`src/rtl/mod_exp_pkg.sv`:
```
// -----------------------------------------------------------------------------
// mod_exp_pkg
// Shared definitions for the sequential modular exponentiator:
//   - state_e    : exponentiator FSM states
//   - MODEXP_WIDTH : default operand width
//   - MM_CYCLES  : cycles from multiplier launch to its done flag
// -----------------------------------------------------------------------------
package mod_exp_pkg;

    localparam int MODEXP_WIDTH = 19;
    localparam int MM_CYCLES    = MODEXP_WIDTH + 1;

    typedef enum logic [2:0] {
        IDLE  = 3'd0,
        CHECK = 3'd1,
        SQR   = 3'd2,
        MUL   = 3'd3,
        FIN   = 3'd4
    } state_e;

endpackage

```
`src/rtl/mod_exp_seq_if.sv`:
```
// -----------------------------------------------------------------------------
// mod_exp_seq_if
// Request/response bundle of the modular exponentiator.
//   start  : request pulse (requester -> exponentiator)
//   base   : message / ciphertext, must be < n
//   exp    : exponent
//   n      : modulus
//   busy   : operation in progress
//   done   : one-cycle completion pulse
//   err    : illegal operands, valid with done
//   result : base^exp mod n
// Modports: master = requester side, slave = exponentiator side.
// -----------------------------------------------------------------------------
interface mod_exp_seq_if #(
    parameter int WIDTH = 19
);
    logic             start;
    logic [WIDTH-1:0] base;
    logic [WIDTH-1:0] exp;
    logic [WIDTH-1:0] n;
    logic             busy;
    logic             done;
    logic             err;
    logic [WIDTH-1:0] result;

    modport master (
        output start, base, exp, n,
        input  busy, done, err, result
    );

    modport slave (
        input  start, base, exp, n,
        output busy, done, err, result
    );
endinterface

```
`src/rtl/mod_mul_seq.sv`:
```
// -----------------------------------------------------------------------------
// mod_mul_seq
// Bit-serial interleaved modular multiplier: p = x*y mod n (x, y < n).
// One load cycle (go) followed by WIDTH iterations, MSB of y first.
//   clk, rst_n : clock, asynchronous active-low reset
//   go         : launch pulse, operands sampled on this cycle's edge
//   x, y, n    : multiplicand, multiplier, modulus
//   done       : high during the final iteration cycle
//   p          : product, valid while done is high
// done/p are presented during the final iteration so the caller can capture
// the product on the same edge the last iteration completes; this keeps the
// launch-to-capture distance at WIDTH+1 cycles.
// -----------------------------------------------------------------------------
module mod_mul_seq #(
    parameter int WIDTH = 19
) (
    input  logic             clk,
    input  logic             rst_n,
    input  logic             go,
    input  logic [WIDTH-1:0] x,
    input  logic [WIDTH-1:0] y,
    input  logic [WIDTH-1:0] n,
    output logic             done,
    output logic [WIDTH-1:0] p
);
    localparam int CNT_W = $clog2(WIDTH);
    localparam logic [CNT_W-1:0] CNT_MSB = CNT_W'(WIDTH - 1);
    localparam logic [CNT_W-1:0] CNT_ONE = {{(CNT_W-1){1'b0}}, 1'b1};

    // Partial product is one bit wider so 2P and P+x never wrap at n = 2^WIDTH-1.
    logic [WIDTH:0]   p_r;
    logic [WIDTH-1:0] x_r;
    logic [WIDTH-1:0] y_r;
    logic [WIDTH-1:0] n_r;
    logic [CNT_W-1:0] cnt_r;
    logic             busy_r;

    logic [WIDTH:0]   dbl_s;
    logic [WIDTH:0]   red1_s;
    logic [WIDTH:0]   sum_s;
    logic [WIDTH:0]   step_s;

    function automatic logic [WIDTH:0] cond_sub(input logic [WIDTH:0] v,
                                                input logic [WIDTH:0] m);
        if (v >= m) begin
            return v - m;
        end else begin
            return v;
        end
    endfunction

    // One interleaved iteration: double, reduce, conditionally add x, reduce.
    always_comb begin
        dbl_s  = p_r << 1'b1;
        red1_s = cond_sub(dbl_s, {1'b0, n_r});
        if (y_r[cnt_r]) begin
            sum_s = red1_s + {1'b0, x_r};
        end else begin
            sum_s = red1_s;
        end
        step_s = cond_sub(sum_s, {1'b0, n_r});
    end

    assign done = busy_r && (cnt_r == '0);
    assign p    = step_s[WIDTH-1:0];

    // Operand load on go, then one iteration per cycle down to bit 0.
    always_ff @(posedge clk or negedge rst_n) begin
        if (!rst_n) begin
            p_r    <= '0;
            x_r    <= '0;
            y_r    <= '0;
            n_r    <= '0;
            cnt_r  <= '0;
            busy_r <= 1'b0;
        end else if (go) begin
            p_r    <= '0;
            x_r    <= x;
            y_r    <= y;
            n_r    <= n;
            cnt_r  <= CNT_MSB;
            busy_r <= 1'b1;
        end else if (busy_r) begin
            p_r <= step_s;
            if (cnt_r == '0) begin
                busy_r <= 1'b0;
            end else begin
                cnt_r <= cnt_r - CNT_ONE;
            end
        end else begin
            p_r <= p_r;
        end
    end

endmodule

```
`src/rtl/mod_exp_seq.sv`:
```
// -----------------------------------------------------------------------------
// mod_exp_seq
// Sequential modular exponentiator, R = base^exp mod n, left-to-right binary
// square-and-multiply around one shared bit-serial modular multiplier.
//   clk   : rising-edge clock
//   rst_n : asynchronous active-low reset (aborts any operation, no done)
//   bus   : mod_exp_seq_if.slave (start/base/exp/n in, busy/done/err/result out)
// Latency from the accepting edge to done: 2 + K*(WIDTH+1) cycles with
// K = WIDTH + popcount(exp); 2 cycles for illegal operands (n==0 or base>=n).
// Optional build macro MODEXP_CONST_TIME_EN: the multiply step runs for every
// exponent bit (product discarded when the bit is 0), so K = 2*WIDTH.
// -----------------------------------------------------------------------------
module mod_exp_seq
    import mod_exp_pkg::*;
#(
    parameter int WIDTH = MODEXP_WIDTH
) (
    input  logic         clk,
    input  logic         rst_n,
    mod_exp_seq_if.slave bus
);
    localparam int IDX_W = $clog2(WIDTH);
    localparam logic [IDX_W-1:0] IDX_MSB = IDX_W'(WIDTH - 1);
    localparam logic [IDX_W-1:0] IDX_ONE = {{(IDX_W-1){1'b0}}, 1'b1};
    localparam logic [WIDTH-1:0] ONE_W   = {{(WIDTH-1){1'b0}}, 1'b1};

    state_e           state_r;
    logic [WIDTH-1:0] base_r;
    logic [WIDTH-1:0] exp_r;
    logic [WIDTH-1:0] n_r;
    logic [WIDTH-1:0] acc_r;
    logic [IDX_W-1:0] idx_r;
    logic             err_pend_r;
    logic             mm_go_r;
    logic             busy_r;
    logic             done_r;
    logic             err_r;
    logic [WIDTH-1:0] result_r;

    logic [WIDTH-1:0] mm_x_s;
    logic [WIDTH-1:0] mm_y_s;
    logic [WIDTH-1:0] mm_p_s;
    logic             mm_done_s;

    assign bus.busy   = busy_r;
    assign bus.done   = done_r;
    assign bus.err    = err_r;
    assign bus.result = result_r;

    // Multiplier operands: acc*acc when squaring, acc*base when multiplying.
    always_comb begin
        mm_x_s = acc_r;
        case (state_r)
            MUL:     mm_y_s = base_r;
            default: mm_y_s = acc_r;
        endcase
    end

    mod_mul_seq #(
        .WIDTH (WIDTH)
    ) u_mod_mul (
        .clk   (clk),
        .rst_n (rst_n),
        .go    (mm_go_r),
        .x     (mm_x_s),
        .y     (mm_y_s),
        .n     (n_r),
        .done  (mm_done_s),
        .p     (mm_p_s)
    );

    // Exponentiator FSM with registered handshake outputs.
    always_ff @(posedge clk or negedge rst_n) begin
        if (!rst_n) begin
            state_r    <= IDLE;
            base_r     <= '0;
            exp_r      <= '0;
            n_r        <= '0;
            acc_r      <= '0;
            idx_r      <= '0;
            err_pend_r <= 1'b0;
            mm_go_r    <= 1'b0;
            busy_r     <= 1'b0;
            done_r     <= 1'b0;
            err_r      <= 1'b0;
            result_r   <= '0;
        end else begin
            mm_go_r <= 1'b0;
            done_r  <= 1'b0;
            case (state_r)
                IDLE: begin
                    if (bus.start) begin
                        base_r     <= bus.base;
                        exp_r      <= bus.exp;
                        n_r        <= bus.n;
                        busy_r     <= 1'b1;
                        err_r      <= 1'b0;
                        err_pend_r <= 1'b0;
                        state_r    <= CHECK;
                    end
                end
                CHECK: begin
                    if ((n_r == '0) || (base_r >= n_r)) begin
                        err_pend_r <= 1'b1;
                        state_r    <= FIN;
                    end else begin
                        // Anything mod 1 is 0, so seed the accumulator accordingly.
                        acc_r   <= (n_r == ONE_W) ? '0 : ONE_W;
                        idx_r   <= IDX_MSB;
                        mm_go_r <= 1'b1;
                        state_r <= SQR;
                    end
                end
                SQR: begin
                    if (mm_done_s) begin
                        acc_r <= mm_p_s;
`ifdef MODEXP_CONST_TIME_EN
                        mm_go_r <= 1'b1;
                        state_r <= MUL;
`else
                        if (exp_r[idx_r]) begin
                            mm_go_r <= 1'b1;
                            state_r <= MUL;
                        end else if (idx_r == '0) begin
                            state_r <= FIN;
                        end else begin
                            idx_r   <= idx_r - IDX_ONE;
                            mm_go_r <= 1'b1;
                        end
`endif
                    end
                end
                MUL: begin
                    if (mm_done_s) begin
`ifdef MODEXP_CONST_TIME_EN
                        // Dummy multiply on zero bits keeps timing independent of exp.
                        if (exp_r[idx_r]) begin
                            acc_r <= mm_p_s;
                        end
`else
                        acc_r <= mm_p_s;
`endif
                        if (idx_r == '0) begin
                            state_r <= FIN;
                        end else begin
                            idx_r   <= idx_r - IDX_ONE;
                            mm_go_r <= 1'b1;
                            state_r <= SQR;
                        end
                    end
                end
                FIN: begin
                    busy_r   <= 1'b0;
                    done_r   <= 1'b1;
                    err_r    <= err_pend_r;
                    result_r <= err_pend_r ? '0 : acc_r;
                    state_r  <= IDLE;
                end
                default: begin
                    busy_r  <= 1'b0;
                    state_r <= IDLE;
                end
            endcase
        end
    end

endmodule
```
`src/flat_wrapper.sv`:
```
// flat-port wrapper written by rule: the top's interface ports become plain ports
module mod_exp_seq_flat import mod_exp_pkg::*;
#(
    parameter int WIDTH = MODEXP_WIDTH
)
  (clk, rst_n, bus_start, bus_base, bus_exp, bus_n, bus_busy, bus_done, bus_err, bus_result);
  mod_exp_seq_if #(.WIDTH(WIDTH)) bus_i ();
  input  logic clk;
  input  logic rst_n;
  input wire logic [$bits(bus_i.start)-1:0] bus_start;
  input wire logic [$bits(bus_i.base)-1:0] bus_base;
  input wire logic [$bits(bus_i.exp)-1:0] bus_exp;
  input wire logic [$bits(bus_i.n)-1:0] bus_n;
  output wire logic [$bits(bus_i.busy)-1:0] bus_busy;
  output wire logic [$bits(bus_i.done)-1:0] bus_done;
  output wire logic [$bits(bus_i.err)-1:0] bus_err;
  output wire logic [$bits(bus_i.result)-1:0] bus_result;
  assign bus_i.start = bus_start;
  assign bus_i.base = bus_base;
  assign bus_i.exp = bus_exp;
  assign bus_i.n = bus_n;
  assign bus_busy = bus_i.busy;
  assign bus_done = bus_i.done;
  assign bus_err = bus_i.err;
  assign bus_result = bus_i.result;
  mod_exp_seq #(.WIDTH(WIDTH)) u_core (.clk(clk), .rst_n(rst_n), .bus(bus_i));
endmodule
```
`config.mk`:
```
export PLATFORM = sky130hd
export DESIGN_NAME = mod_exp_seq_flat
export DESIGN_NICKNAME = d
export VERILOG_FILES = /design/src/rtl/mod_exp_pkg.sv /design/src/rtl/mod_exp_seq_if.sv /design/src/rtl/mod_mul_seq.sv /design/src/rtl/mod_exp_seq.sv /design/src/flat_wrapper.sv
export SDC_FILE = /design/constraint.sdc
export NUM_CORES = 1
export LEC_CHECK = 0
export ABC_AREA = 1
export CAP_MARGIN = 20
export CELL_PAD_IN_SITES_DETAIL_PLACEMENT = 0
export CELL_PAD_IN_SITES_GLOBAL_PLACEMENT = 1
export CORE_ASPECT_RATIO = 1.4
export CORE_UTILIZATION = 45
export CTS_BUF_LIST = sky130_fd_sc_hd__clkbuf_4 sky130_fd_sc_hd__clkbuf_8
export DETAILED_ROUTE_END_ITERATION = 16
export DONT_BUFFER_PORTS = 1
export GPL_ROUTABILITY_DRIVEN = 0
export HOLD_SLACK_MARGIN = 0.02
export PLACE_DENSITY_LB_ADDON = 0.2
export SYNTH_ARGS = -nofsm -noshare
export SYNTH_HDL_FRONTEND = slang
export SYNTH_SLANG_ARGS = --single-unit
```
`constraint.sdc`:
```
create_clock -name clk -period 5.73 [get_ports clk]
set_input_delay 0.573 -clock clk [delete_from_list [all_inputs] [get_ports clk]]
set_output_delay 0.573 -clock clk [all_outputs]
set_load 0.05 [all_outputs]
```
==> flow_metrics.env <==
export IMPL_nFillCells=2747
export IMPL_synth_top_area_frac=0.386
export IMPL_yosysSeqAreaShare=0.386
export IMPL_grt_overflow=0
export IMPL_vias=11700
export IMPL_dp_cells=2157
export IMPL_drt_wirelength_per_cell_um=18.2
export IMPL_max_freq_ghz=0.185
export IMPL_clockBufferDepth=2
export IMPL_min_period_ns=5.41
export IMPL_layout_nets=1961
export IMPL_drt_wl_total_mm=40.0
export IMPL_final_cell_mix="nand2_1, dfrtp_1, inv_1"
export IMPL_htreeDepth=4
export IMPL_synth_avg_cell_area_um2=7.02
export IMPL_chipWidth_um=142
export IMPL_synth_distinct_cells=46
export IMPL_dp_hpwl_mm=31.6
export IMPL_violations="negative hold slack"
export IMPL_grt_usage=0.294
export IMPL_drt_iter0_drc=593
export IMPL_dieHeight_um=198
export IMPL_critPathMaxFanout=5
export IMPL_fin_hold_ws_ns=-0.0370
export IMPL_die_area_um2=28100
export IMPL_setup_tns_ns=0
export IMPL_synth_main_ff_cell="dfrtp_1"
export IMPL_cts_inserted_buffers=17
export IMPL_path_common_cell="nand2_1"
export IMPL_final_period_utilization=0.944
export IMPL_drtPass1Iterations=5
export IMPL_endpoint_kind="register"
export IMPL_cp_required_ns=6.14
export IMPL_min_path_type="in2async"
export IMPL_grt_max_degree=191
export IMPL_max_cap_violations=0
export IMPL_core_area_um2=26900
export IMPL_fp_row_count=71
export IMPL_synthArstFlopShare=1.00
export IMPL_ys_warn_count=0
export IMPL_syn_nets=1897
export IMPL_netlist_instances=1756
export IMPL_drive_gt1_frac=0.117
export IMPL_vias_per_cell=5.31
export IMPL_start_util=0.458
export IMPL_ant_nets=0
export IMPL_path_class="reg2reg"
export IMPL_port_buffers=0
export IMPL_status="finished with violations"
export IMPL_clock_skew_ns=0.0148
export IMPL_grt_pass1_vias=11500
export IMPL_antenna_found_initial=2
export IMPL_crit_arrival_ns=5.82
export IMPL_netlist_top_cells_area="dfrtp_1, nand2_1, ha_1, o21ai_0, inv_1"
export IMPL_ys_ff_latch=190
export IMPL_hold_viol_final=6
export IMPL_netlist_area_um2=12300
export IMPL_crit_path_top_delay_cell="dfrtp_1"
export IMPL_clkSinkCount=190
export IMPL_grt_pass1_wl_mm=61.4
export IMPL_relSlewSlack=0.168
export IMPL_cts_tree="done"
export IMPL_drc=0
export IMPL_area_growth_pct=13.4
export IMPL_clockRootBuffer="clkbuf_8"
export IMPL_clkTransAtPathRegs_ns=0.11
export IMPL_slowest_delay_ns=0.46
export IMPL_cp_start_kind="register"
export IMPL_final_common_cell="nand2_1"
export IMPL_setup_viol=0
export IMPL_worstMarginPinSlew_ns=1.25
export IMPL_insertion_delay_ns=0.51
export IMPL_ios=82
export IMPL_drv_slew=0
export IMPL_synth_top_cell_by_area="dfrtp_1"
export IMPL_synth_edf_count=0
export IMPL_instances_no_fill=2198
worst max-delay path: cells and delay by family (launching register included):
family | cells | cell delay (ns)
compound gates | 6 | 0.86
xor+xnor | 3 | 0.67
fa+ha+maj | 3 | 0.94
buf+inv | 5 | 0.64
flops | 1 | 0.46
simple gates | 14 | 1.71
kinds of logic after synthesis:
group,count (synthesis),synth area share
AO/OA/AOI/OAI,259,0.111
XOR/XNOR,41,0.0291
adder cells (fa/ha/maj),81,0.0840
buffers and inverters,235,0.0753
flip-flops,190,0.386
AND/OR/NAND/NOR,950,0.315
registers in the layout, indices dropped and copies added (netlist names):
register and flops:
u_core.acc_r 19, u_core.base_r 19, u_core.bus.busy 1, u_core.bus.done 1, u_core.bus.err 1, u_core.bus.result 19, u_core.err_pend_r 1, u_core.exp_r 19
u_core.idx_r 5, u_core.mm_go_r 1, u_core.n_r 19, u_core.state_r 3, u_core.u_mod_mul.busy_r 1, u_core.u_mod_mul.cnt_r 5, u_core.u_mod_mul.n_r 19, u_core.u_mod_mul.p_r 19
u_core.u_mod_mul.x_r 19, u_core.u_mod_mul.y_r 19
cell usage after synthesis (2+ instances only):
cell and n:
a21boi_0 2, a21o_1 3, a21oi_1 76, a31oi_1 2, and2_1 3, buf_1 3, buf_2 7, buf_4 2
buf_6 4, clkbuf_1 34, dfrtp_1 190, fa_1 3, ha_1 78, inv_1 178, inv_2 6, nand2_1 665
nand2_2 4, nand3_1 114, nand3_2 2, nand4_1 17, nor2_1 111, nor2_2 6, nor3_1 10, nor3_2 2
nor4_1 4, o211ai_1 3, o21a_1 5, o21ai_0 155, o21ai_1 2, o21bai_1 4, o22ai_1 2, or2_1 2
or2_2 5, xnor2_1 22, xor2_1 19
final timing paths:
kind / start / end / slack, ns / depth (start not counted)
max in group asynchronous: rst_n / u_core.u_mod_mul.p_r[7] / 4.63 / 1
worst max register to register: u_core.u_mod_mul.p_r[1] / u_core.u_mod_mul.p_r[17] / 0.32 / 31
worst min-delay path: rst_n / u_core.u_mod_mul.n_r[11] / -0.04 / 1
worst max-delay path: u_core.u_mod_mul.p_r[1] / u_core.u_mod_mul.p_r[17] / 0.32 / 31
worst min register to register: u_core.exp_r[14] / u_core.exp_r[14] / 0.48 / 2
min in group clk: bus_base[5] / u_core.base_r[5] / 0.17 / 2
repair_timing:
action / in CTS / in global routing
hold buffers: 1 / 0
setup buffers: 0 / 7
gates resized for setup: 0 / 67
endpoints found under the hold margin: 190 / 0
setup endpoints to repair: 0 / 38
layer usage:
metal	global-route usage	part of all wire	vias to the layer above
met5	0	0	-
met2	0.529	0.51	359
met4	0.190	0.061	0
met3	0.0365	0.038	110
met1	0.327	0.39	5455
li1	-	-	5757
final cells by class:
| cell class | count | area [um^2] | share of cell area |
|---|---|---|---|
| antenna | 1 | 2.50 | 0.000179 |
| clock buffer | 17 | 234 | 0.0167 |
| clock inverter | 14 | 135 | 0.00967 |
| inverter | 185 | 697 | 0.0499 |
| multi-input combinational | 1332 | 6970 | 0.498 |
| sequential | 190 | 4760 | 0.341 |
| tap | 365 | 457 | 0.0327 |
| timing repair buffer | 94 | 726 | 0.0519 |
stage by stage:
stage / utilization / hold slack (ns) / area (um^2) / setup slack (ns)
2_1_floorplan: - / 0.277 / 12300 / 0.924
3_3_place_gp: 0.491 / 0.292 / 13200 / 0.0582
3_5_place_dp: 0.491 / 0.292 / 13200 / 0.0507
4_1_cts: 0.506 / 0.140 / 13600 / 0.0110
5_1_grt: 0.519 / 0.152 / 14000 / -0.0377
6_report: 0.519 / -0.0370 / 14000 / 0.324
Power is not shown: default switching activity piles up to over one toggle a cycle in this logic, so the estimate is an artifact.
